==> src/rtl/wavetable_voice_mixer.sv <==
// Wavetable voice mixer: one ROM read per voice per tick, saturated sum, fixed-point phase advance.
// Tick-to-valid latency NUM_VOICES+2 cycles; no backpressure, ticks while busy are dropped and raise sticky overrun.
module wavetable_voice_mixer #(
    parameter int NUM_VOICES = 4,
    parameter int ADDR_W     = 7,
    parameter int DATA_W     = 32,
    parameter int FRAC_W     = 8
) (
    input  logic                                   clk_i,
    input  logic                                   rst_n_i,
    input  logic                                   sample_tick_i,
    input  logic [NUM_VOICES-1:0]                  key_on_i,
    input  logic [NUM_VOICES*(ADDR_W+FRAC_W)-1:0]  voice_inc_i,
    input  logic [ADDR_W-1:0]                      rom_len_i,
    output logic [ADDR_W-1:0]                      rom_read_address_o,
    input  logic [DATA_W-1:0]                      rom_data_i,
    output logic [DATA_W-1:0]                      sample_out_o,
    output logic                                   sample_valid_o,
    output logic                                   overrun_o
);
    localparam int PH_W  = ADDR_W + FRAC_W;
    localparam int ACC_W = DATA_W + 3;
    localparam int VW    = $clog2(NUM_VOICES + 1);

    localparam logic signed [ACC_W-1:0] SAT_MAX = {{(ACC_W-DATA_W+1){1'b0}}, {(DATA_W-1){1'b1}}};
    localparam logic signed [ACC_W-1:0] SAT_MIN = {{(ACC_W-DATA_W+1){1'b1}}, {(DATA_W-1){1'b0}}};

    typedef enum logic [1:0] {
        S_IDLE,
        S_ISSUE,
        S_DRAIN,
        S_DONE
    } state_t;

    state_t                   state_q;
    logic [VW-1:0]            v_q;
    logic [NUM_VOICES-1:0]    mask_q;
    logic signed [ACC_W-1:0]  acc_q;
    logic [PH_W-1:0]          phase_q [NUM_VOICES];
    logic [ADDR_W-1:0]        addr_q;
    logic [DATA_W-1:0]        sample_q;
    logic                     valid_q;
    logic                     ovr_q;

    logic signed [ACC_W-1:0]  rom_ext;
    logic signed [ACC_W-1:0]  acc_d;
    logic [DATA_W-1:0]        sat_d;
    logic [ADDR_W-1:0]        next_addr;
    logic [PH_W-1:0]          phase_d [NUM_VOICES];
    logic                     take;
    logic [VW-1:0]            dv;
    logic [PH_W:0]            p_sum;
    logic [PH_W:0]            p_wrap;
    logic [PH_W:0]            lim;

    assign rom_ext = {{(ACC_W-DATA_W){rom_data_i[DATA_W-1]}}, rom_data_i};

    // Data returning this cycle belongs to the voice addressed one cycle earlier.
    always_comb begin
        take = 1'b0;
        dv   = '0;
        if (state_q == S_ISSUE && v_q != '0) begin
            dv = v_q - VW'(1);
        end else if (state_q == S_DRAIN) begin
            dv = VW'(NUM_VOICES - 1);
        end
        for (int i = 0; i < NUM_VOICES; i++) begin
            if (dv == VW'(i) && (state_q == S_DRAIN || (state_q == S_ISSUE && v_q != '0))) begin
                take = mask_q[i];
            end
        end
        acc_d = acc_q + (take ? rom_ext : '0);
    end

    always_comb begin
        if (acc_d > SAT_MAX) begin
            sat_d = SAT_MAX[DATA_W-1:0];
        end else if (acc_d < SAT_MIN) begin
            sat_d = SAT_MIN[DATA_W-1:0];
        end else begin
            sat_d = acc_d[DATA_W-1:0];
        end
    end

    always_comb begin
        next_addr = '0;
        for (int i = 0; i < NUM_VOICES; i++) begin
            if (v_q + VW'(1) == VW'(i)) begin
                next_addr = phase_q[i][PH_W-1 -: ADDR_W];
            end
        end
    end

    // A double wrap can only happen when rom_len shrank or the increment exceeds the table.
    always_comb begin
        p_sum  = '0;
        p_wrap = '0;
        lim    = {1'b0, rom_len_i, {FRAC_W{1'b0}}};
        for (int i = 0; i < NUM_VOICES; i++) begin
            phase_d[i] = '0;
            p_sum  = {1'b0, phase_q[i]} + {1'b0, voice_inc_i[i*PH_W +: PH_W]};
            p_wrap = p_sum - lim;
            if (mask_q[i] && rom_len_i != '0) begin
                if (p_sum < lim) begin
                    phase_d[i] = p_sum[PH_W-1:0];
                end else if (p_wrap < lim) begin
                    phase_d[i] = p_wrap[PH_W-1:0];
                end
            end
        end
    end

    always_ff @(posedge clk_i or negedge rst_n_i) begin
        if (!rst_n_i) begin
            state_q  <= S_IDLE;
            v_q      <= '0;
            mask_q   <= '0;
            acc_q    <= '0;
            addr_q   <= '0;
            sample_q <= '0;
            valid_q  <= 1'b0;
            ovr_q    <= 1'b0;
            for (int i = 0; i < NUM_VOICES; i++) begin
                phase_q[i] <= '0;
            end
        end else begin
            valid_q <= 1'b0;
            if (sample_tick_i && state_q != S_IDLE) begin
                ovr_q <= 1'b1;
            end
            case (state_q)
                S_IDLE: begin
                    if (sample_tick_i) begin
                        mask_q  <= key_on_i;
                        acc_q   <= '0;
                        v_q     <= '0;
                        addr_q  <= phase_q[0][PH_W-1 -: ADDR_W];
                        state_q <= S_ISSUE;
                    end
                end
                S_ISSUE: begin
                    acc_q <= acc_d;
                    if (v_q == VW'(NUM_VOICES - 1)) begin
                        state_q <= S_DRAIN;
                    end else begin
                        v_q    <= v_q + VW'(1);
                        addr_q <= next_addr;
                    end
                end
                S_DRAIN: begin
                    acc_q    <= acc_d;
                    sample_q <= sat_d;
                    valid_q  <= 1'b1;
                    for (int i = 0; i < NUM_VOICES; i++) begin
                        phase_q[i] <= phase_d[i];
                    end
                    state_q  <= S_DONE;
                end
                default: begin
                    state_q <= S_IDLE;
                end
            endcase
        end
    end

    assign rom_read_address_o = addr_q;
    assign sample_out_o       = sample_q;
    assign sample_valid_o     = valid_q;
    assign overrun_o          = ovr_q;

endmodule

==> config.mk <==
export PLATFORM = sky130hd
export DESIGN_NAME = wavetable_voice_mixer
export DESIGN_NICKNAME = d
export VERILOG_FILES = /design/src/rtl/wavetable_voice_mixer.sv
export SDC_FILE = /design/constraint.sdc
export NUM_CORES = 1
export LEC_CHECK = 0
export ABC_CLOCK_PERIOD_IN_PS = 5700
export CAP_MARGIN = 20
export CORE_MARGIN = 2
export CORE_UTILIZATION = 58
export DETAILED_ROUTE_END_ITERATION = 8
export PLACE_DENSITY = 0.88
export SYNTH_ARGS = -nofsm -noshare
export SYNTH_HDL_FRONTEND = slang
export SYNTH_SLANG_ARGS = --single-unit
==> constraint.sdc <==
create_clock -name clk_i -period 5.7 [get_ports clk_i]
set_input_delay 1.14 -clock clk_i [delete_from_list [all_inputs] [get_ports clk_i]]
set_output_delay 1.14 -clock clk_i [all_outputs]
set_load 0.03 [all_outputs]
After elaboration in Yosys (flattened, before gate mapping):

Index checks and enable logic that the tools add are counted.

* bits in registers: 145
* input port bits: 106
* output and inout bits: 41
* word-level logic and storage cells: 106

* $add $sub $neg: 11
* magnitude comparators: 10
* eq/ne operators: 12
* mux-type cells: 37
* reduce and logical (&&, ||, !) cells: 24

Operators with widths (number)
* 15-bit 2-to-1 mux: 12
* 16-bit by 15-bit < comparator with 1-bit output: 8
* 35-bit 2-to-1 mux: 2
* 35-bit case mux with 2 select lines: 1
* 15-bit by 15-bit adder with 16-bit output: 4
* 32-bit 2-to-1 mux: 2
* 16-bit by 15-bit subtractor with 16-bit output: 4
* 7-bit 2-to-1 mux: 6
* 35-bit adder: 1
* 35-bit by 32-bit > comparator with 1-bit output, second input constant: 1
* 35-bit by 32-bit < comparator with 1-bit output, second input constant: 1
* 3-bit by 2-bit equality test with 1-bit output, second input constant: 5
* 7-bit case mux with 2 select lines: 1
* 1-bit logical AND: 10
* 3-bit 2-to-1 mux: 3
* 7-bit nonzero test: 1
* 3-bit by 1-bit equality test with 1-bit output, second input constant: 2
* 3-bit logical NOT: 2
* 2-bit 2-to-1 mux: 3
* 2-bit case mux with 3 select lines: 1
* 3-bit case mux with 2 select lines: 1
* 2-bit AND reduction: 3
* 2-bit nonzero test: 3
* 1-bit 2-to-1 mux: 5
* other kinds (11): 12

Logic depth before layout (Yosys ltp):

Gate-level depths: netlist of run 1.

* word-level depth: 14
* gate-level depth with buffers: 24
* depth with buffers taken out: 23

Worst setup path before layout of run 1:

No wires, ideal clock.

* kind: input port to flip-flop
* start point: in voice_inc_i[15]
* end point: reg phase_q[38] (netlist name)
* library setup time: 78 ps
* arrival: 5147 ps
* data required time: 5622 ps
* slack: 475 ps
* stages on the path: 22
* buffers on the path: 1
* cells stage by stage: ha_1 -> fa_1 -> a21oi_1 -> o21ai_0 -> o221ai_1 -> xnor2_1 -> inv_1 -> ha_1 -> fa_1 -> nor2b_1 -> o21ai_0 -> a21boi_0 -> o21ai_0 -> nand2b_1 -> xor2_1 -> ha_1 -> a21oi_1 -> o21ai_0 -> nor4bb_1 -> nor3_2 -> buf_2 -> o2bb2ai_1

* cells in the longest elaborated chain, start to end: 6
* elaborated cells between the ends (all ways): 7
* those cells by class: 2 x add/sub; 2 x order compare; 3 x mux

RTL lines
* start: declaration: line 13 `input logic [NUM_VOICES*(ADDR_W+FRAC_W)-1:0] voice_inc_i,`
* 15-bit by 15-bit adder with 16-bit output *: line 101 `p_sum = {1'b0, phase_q[i]} + {1'b0, voice_inc_i[i*PH_W +: PH_W]};`
* 16-bit by 15-bit subtractor with 16-bit output: line 102 `p_wrap = p_sum - lim;`
* 16-bit by 15-bit < comparator with 1-bit output: line 106 `end else if (p_wrap < lim) begin`
* 15-bit 2-to-1 mux: line 106
* 15-bit 2-to-1 mux *: line 104 `if (p_sum < lim) begin`
* 15-bit 2-to-1 mux *: line 103 `if (mask_q[i] && rom_len_i != '0) begin`
* end signal: indexed assignment: line 155 `phase_q[i] <= phase_d[i];`
* end: declaration: line 39 `logic [PH_W-1:0] phase_q [NUM_VOICES];`

Every way passes the cells marked *; elsewhere a longest branch is shown, timed or not.
A chain may end at the register's enable or synchronous reset.

Worst setup path in the final report of run 1:

* start point: in voice_inc_i[45]
* end point: reg phase_q[11] (netlist name)

Same word-level chain as after synthesis.

==> results.py, run 1 <==
metrics = {
    "die": {
        "die_y_um": 152,
        "dieArea_um2": 23000,
        "rows": 54,
        "die_w_um": 152,
        "initial_core_util": 0.585,
        "top_level_ports": 147,
        "core_area_um2": 21600,
    },
    "cts": {
        "cts_buffers": 17,
        "clockBufferDepth": 2,
        "tritoncts": "done",
        "clk_pin_slew_ns": 0.06,
        "cts-root-buf": "clkbuf_16",
        "htree_levels": 4,
        "clkSinkCount": 145,
        "postCtsHoldBufs": 0,
        "clk_latency_ns": 0.43,
    },
    "grt": {
        "grt_first_pass_wirelength_um": 56000,
        "grt_max_degree": 99,
        "antenna_found_initial": 0,
        "track_usage": 0.305,
        "grt_pass1_vias": 11700,
        "grt-ovfl-total": 0,
    },
    "run_status": {
        "outcome": "complete, no violations",
    },
    "cells_and_area": {
        "n_antenna_cell": 0,
        "fin_area_um2": 15700,
        "fin_nets": 1879,
        "syn2layout_area_growth_pct": 24.1,
        "instances_no_fill": 1895,
        "fin_util": 0.726,
        "drive_gt1_frac": 0.121,
    },
    "route": {
        "drc": 0,
        "vias": 12000,
        "wl_um": 35600,
        "firstDrtPassIters": 6,
        "vias_per_cell": 6.34,
        "ant_nets": 0,
        "avgRoutedWirePerCell_um": 18.8,
        "drt-initial-drc-count": 838,
    },
    "placed_design": {
        "globalplace.congestion": 0.954,
        "dp_slack_ns": -0.630,
        "place_area_um2": 14800,
        "port-buffer-count": 146,
        "dpl.hpwl_um": 25600,
        "place_inst": 1858,
    },
    "pwr": {
        "p_switching_mw": 4.43,
        "power.leakage_nw": 7.38,
        "seqPwrFrac": 0.185,
        "sw_frac_of_total": 0.468,
        "powerDensity_nw_per_um2": 603,
        "vdd_drop_max_mv": 0.360,
        "total_power_mw": 9.47,
        "combinationalPowerShare": 0.690,
        "clock_power_share": 0.125,
        "p_int_mw": 5.04,
    },
    "yosys": {
        "yosys_warnings": 0,
        "syn_area_per_cell_um2": 8.99,
        "yosys-top-cells-area": "dfrtp_1 (29%), ha_1 (16%), o2bb2ai_1 (5.5%)",
        "synth_top_area_frac": 0.287,
        "netlist_area_um2": 12600,
        "yosys.area.top_type": "dfrtp_1",
        "syn_inst": 1407,
        "synth_cell_types": 70,
        "synth_flop_cell": "dfrtp_1",
        "synth_edf_count": 0,
        "ys_seq_area_frac": 0.287,
        "synth_seq_cells": 145,
        "syn-num-nets": 1682,
        "synthArstFlopShare": 1.00,
    },
    "critical_path": {
        "end_kind": "flip-flop",
        "worstSetupPathType": "primary input to flip-flop",
        "path_cells": "clkdlybuf4s50_1 > ha_1 > fa_1 > a21o_1 > a21oi_2 > nand2b_4 > nand2_1 > a21oi_2 > xnor2_1 > inv_1 > ha_1 > fa_1 > inv_1 > ha_1 > nor2b_1 > o21a_1 > o21a_1 > o21ai_0 > nand2b_1 > a21o_1 > a21oi_1 > and3_1 > buf_4 > a21o_1",
        "cp.arrival_ns": 5.90,
        "critical_path_required_ns": 6.06,
        "crit_path_top_delay_cell": "fa_1",
        "path_max_fanout": 5,
        "path_delay_family": "adder cells",
        "cpPeakStageDelay_ns": 0.50,
        "critPathLaunchType": "primary input",
        "timing.critical_path.buf_inv": 4,
    },
    "timing": {
        "tightest_slew_ns": 1.07,
        "period_share": 0.971,
        "max_freq_mhz": 181,
        "setup_viol": 0,
        "slew_headroom": 0.289,
        "rsz0062_at_grt": "yes",
        "drv_slew": 0,
        "timing.final.ws_setup_ns": 0.165,
        "whs_ns": 0.489,
        "period_minus_slack_ns": 5.53,
        "setup_tns_ns": 0,
        "fin_skew_ns": 0.00870,
        "hold_viol_final": 0,
    },
    "run": {
        "maxCapViolations": 0,
    },
    "worst_hold_path": {
        "hold_class": "flip-flop to flip-flop",
    },
}
-- routing by layer --
metal | track usage | share of wire
met5 | 0 | 0
met4 | 0.108 | 0.031
met3 | 0.0539 | 0.071
met2 | 0.504 | 0.48
met1 | 0.404 | 0.42
-- cell usage in the layout, fill, tap and decap left out, drive strengths merged, types with 50 or more instances in the layout --
master / synthesis / routed
nand2: 99 / 99
xnor2: 56 / 56
o2bb2ai: 79 / 79
clkdlybuf4s50: 0 / 145
a21o: 50 / 50
inv: 58 / 59
a21oi: 126 / 126
ha: 160 / 160
nor2: 79 / 79
buf: 14 / 91
dfrtp: 145 / 145
o21ai: 86 / 86
-- synthesized netlist by cell type (6+ instances only) --
| cell type | count |
|---|---|
| a211oi_1 | 10 |
| a22o_1 | 38 |
| o2bb2ai_1 | 79 |
| or3_1 | 7 |
| nand2b_1 | 20 |
| and3_1 | 14 |
| nand3_1 | 28 |
| fa_1 | 9 |
| clkbuf_1 | 44 |
| nand2_1 | 99 |
| a21o_1 | 50 |
| xor2_1 | 27 |
| dfrtp_1 | 145 |
| ha_1 | 160 |
| a21oi_2 | 21 |
| nor2b_1 | 21 |
| a31oi_1 | 6 |
| a21boi_0 | 12 |
| nor2_1 | 79 |
| a22oi_1 | 10 |
| a21oi_1 | 105 |
| o21a_1 | 22 |
| nand4_1 | 7 |
| and2_1 | 42 |
| or2_2 | 7 |
| a221o_1 | 7 |
| inv_1 | 58 |
| xnor2_1 | 56 |
| mux2i_1 | 19 |
| o21ai_0 | 81 |
| buf_2 | 10 |
| o21bai_1 | 10 |
| nor3_1 | 23 |
-- logic make-up after synthesis --
kind of cell	share of synthesized area
AO/OA/AOI/OAI	0.281
AND/OR/NAND/NOR	0.144
adder cells (fa/ha/maj)	0.173
flip-flops	0.287
buffers and inverters	0.0395
XOR/XNOR	0.0575
multiplexers	0.0186
-- flip-flops by register name, indices dropped and copies added (netlist names) --
register / cells
acc_q: 35
mask_q: 4
overrun_o: 1
phase_q: 60
rom_read_address_o: 7
sample_out_o: 32
sample_valid_o: 1
state_q: 2
v_q: 3
-- power by group through the flow --
stage          Sequential, mW  Combinational, mW  Clock, mW
6_report                 1.75               6.53       1.19
5_1_grt                  1.78               7.13       1.24
4_1_cts                  1.74               6.20       1.20
3_5_place_dp             1.75               6.10          0
3_3_place_gp             1.74               5.84          0
2_1_floorplan            1.90               4.10          0
-- repair_timing --
action                     CTS  global route
resized for setup            8            47
pin swaps                    6            26
setup buffers                1             6
hold endpoints to repair     0             0
setup endpoints to repair   41            61
-- cell type report --
cell class              count  area, µm²
flip-flops and latches    145       3630
fillers                  1517       5920
clock inverters            10        161
multi-input cells        1145       8740
repair buffers            236       2150
well taps                 280        350
clock buffers              20        447
inverters                  59        221
-- worst paths after layout --
path,start,endpoint,slack [ns],cells after the start
max,voice_inc_i[45],phase_q[11],0.17,24
min,phase_q[4],phase_q[4],0.49,1
max reg2reg,v_q[0],sample_out_o[1],0.32,18
min reg2reg,phase_q[4],phase_q[4],0.49,1
max in group asynchronous,rst_n_i,v_q[2],3.61,2
min in group asynchronous,rst_n_i,acc_q[19],0.79,1
(Power assumes the default switching activity.)
==> inputs of run 2 (changes only) <==
--- a/config.mk
+++ b/config.mk
@@ -7,8 +7,10 @@
 export LEC_CHECK = 0
 export ABC_CLOCK_PERIOD_IN_PS = 5700
 export CAP_MARGIN = 20
+export CELL_PAD_IN_SITES_DETAIL_PLACEMENT = 2
+export CELL_PAD_IN_SITES_GLOBAL_PLACEMENT = 2
 export CORE_MARGIN = 2
-export CORE_UTILIZATION = 58
+export CORE_UTILIZATION = 36
 export DETAILED_ROUTE_END_ITERATION = 8
 export PLACE_DENSITY = 0.88
 export SYNTH_ARGS = -nofsm -noshare
==> run 2 against run 1 <==
The flow now finishes with violations (negative setup slack). Sequential cell count did not move. Register-to-register slack got worse by 0.41 ns. Global-route usage fell by 1.3 points. Design area rose by 7.6%. Final cell count rose by 12%. Combinational power rose by 31%. Die area rose by 59%. Clock-buffer cell count fell by 1. Clock power rose by 9%. Sequential share of layout area fell by 1.6 points. Critical endpoint is now phase_q[59]. Critical path depth fell by 1. Utilization fell by 24 points.
==> results.py, run 2 (synthesis gave the netlist of run 1 again) <==
metrics = {
    "cts": {
        "tritoncts": "done",
        "htree_levels": 4,
        "clk_latency_ns": 0.49,
        "postCtsHoldBufs": 0,
        "cts-root-buf": "clkbuf_16",
        "cts_buffers": 17,
        "clockBufferDepth": 2,
        "clk_pin_slew_ns": 0.08,
        "clkSinkCount": 145,
    },
    "critical_path": {
        "end_kind": "flip-flop",
        "cp.arrival_ns": 6.14,
        "worstReg2RegStart": "v_q[0]",
        "path_max_fanout": 6,
        "worstSetupPathType": "primary input to flip-flop",
        "critPathLaunchType": "primary input",
        "critical_path_required_ns": 6.04,
        "worstSetupStartpoint": "voice_inc_i[1]",
    },
    "die": {
        "top_level_ports": 147,
        "initial_core_util": 0.366,
        "die_w_um": 191,
        "dieArea_um2": 36700,
        "die_y_um": 191,
        "rows": 68,
        "core_area_um2": 34500,
    },
    "route": {
        "drt-initial-drc-count": 1135,
        "wl_um": 66700,
        "vias": 13600,
        "firstDrtPassIters": 5,
        "vias_per_cell": 6.39,
        "drc": 0,
        "avgRoutedWirePerCell_um": 31.4,
        "ant_nets": 0,
    },
    "run_status": {
        "violations": "negative setup slack",
        "outcome": "finished, violations left",
    },
    "pwr": {
        "power.leakage_nw": 7.80,
        "vdd_drop_max_mv": 0.317,
        "total_power_mw": 11.7,
        "powerDensity_nw_per_um2": 693,
    },
    "grt": {
        "grt_max_degree": 88,
        "grt_first_pass_wirelength_um": 82600,
        "met2_usage": 0.518,
        "grtUsageMet1": 0.341,
        "grt_pass1_vias": 14400,
        "track_usage": 0.292,
        "grt-ovfl-total": 0,
        "antenna_found_initial": 3,
        "busiest_layer": "met2",
        "grtUsageMet3": 0.0490,
    },
    "cells_and_area": {
        "drive_gt1_frac": 0.203,
        "top_register": "phase_q",
        "fillCellCount": 3632,
        "final_common_cell": "ha_1",
        "syn2layout_area_growth_pct": 33.6,
        "largest_register_ff_count": 60,
        "layout_common_cells": "ha_1 (153), dfrtp_1 (145), clkdlybuf4s50_1 (144)",
        "fin_nets": 1930,
    },
    "timing": {
        "tightest_slew_ns": 1.24,
        "drv_slew": 0,
        "whs_ns": 0.485,
        "rsz0062_at_grt": "yes",
        "fin_skew_ns": 0.0241,
        "max_freq_mhz": 172,
        "timing.final.ws_setup_ns": -0.0973,
        "slew_headroom": 0.176,
        "period_share": 1.02,
        "setup_viol": 34,
        "hold_viol_final": 0,
        "period_minus_slack_ns": 5.80,
        "setup_tns_ns": -1.08,
    },
    "placed_design": {
        "dpl.hpwl_um": 36800,
        "dp_slack_ns": -0.924,
        "port-buffer-count": 146,
        "globalplace.congestion": 0.868,
    },
    "worst_hold_path": {
        "hold_class": "flip-flop to flip-flop",
        "hp-start": "overrun_o",
    },
    "run": {
        "maxCapViolations": 0,
    },
}
## run 2: cell count changes in the layout (fill, tap and decap cells not counted), sizes merged
cell and change:
buf +51, bufinv -1, clkbuf -1, clkdlybuf4s50 -1, clkinv +4, clkinvlp -3, diode +2, dlymetal6s2s +1
inv +3
## run 2: worst max-delay path: stages
cell and delay [ns]:
clkdlybuf4s50_1 0.45, ha_1 0.32, a21o_1 0.17, a21o_1 0.22
a2111oi_4 0.30, buf_4 0.18, o31ai_4 0.11, a21o_1 0.23
a21oi_2 0.25, xnor2_2 0.20, ha_4 0.27, o21ai_2 0.10
a21boi_2 0.13, o21ai_2 0.17, nand2b_1 0.15, xor2_2 0.23
ha_4 0.30, nand2_1 0.07, o21ai_2 0.22, nor4bb_2 0.08
nor3_2 0.45, buf_4 0.26, o2bb2ai_1 0.12
## run 2: where the power goes
part	internal [mW]	switching, mW	total [mW]
sequential	1.44	0.391	1.83
clock	0.711	0.593	1.30
combinational	3.43	5.14	8.57
total	5.58	6.13	11.7
## run 2: repair_timing
| action | 4_1_cts | 5_1_grt |
|---|---|---|
| cloned | 0 | 0 |
| buffers inserted | 10 | 20 |
| gates resized for setup | 44 | 132 |
| setup endpoints to repair | 70 | 91 |
| pin swaps | 18 | 64 |
## run 2: final timing paths
path,depth (start not counted),end,slack [ns]
max,23,phase_q[59],-0.1
min,1,overrun_o,0.49
max reg2reg,20,sample_out_o[26],-0.09
min reg2reg,1,overrun_o,0.49
max in group asynchronous,2,acc_q[4],3.88
min in group asynchronous,1,phase_q[52],0.59
## run 2: cell type report
class                           count  area, µm²  area share
Clock buffer                       19        443      0.0262
Sequential cell                   145       3630       0.215
Timing Repair Buffer              287       2580       0.152
Clock inverter                     13        176      0.0104
Tap cell                          455        569      0.0337
Antenna cell                        2       5.00    0.000296
Multi-Input combinational cell   1145       9280       0.549
Inverter                           59        221      0.0131
## run 2: metal layers
metal	vias to the layer above	share of wire
met4	2	0.063
met2	686	0.50
met3	275	0.057
met1	6936	0.38
met5	-	0.00019
li1	5678	-
## run 2: through the flow
stage / cells / util / cell area [µm²]
final: 2125 / 0.489 / 16900
after global routing: 2125 / 0.489 / 16900
after CTS: 2104 / 0.467 / 16100
after detailed placement: 2062 / 0.443 / 15300
after global placement: 2062 / 0.443 / 15300
after floorplan: 1407 / - / 12600
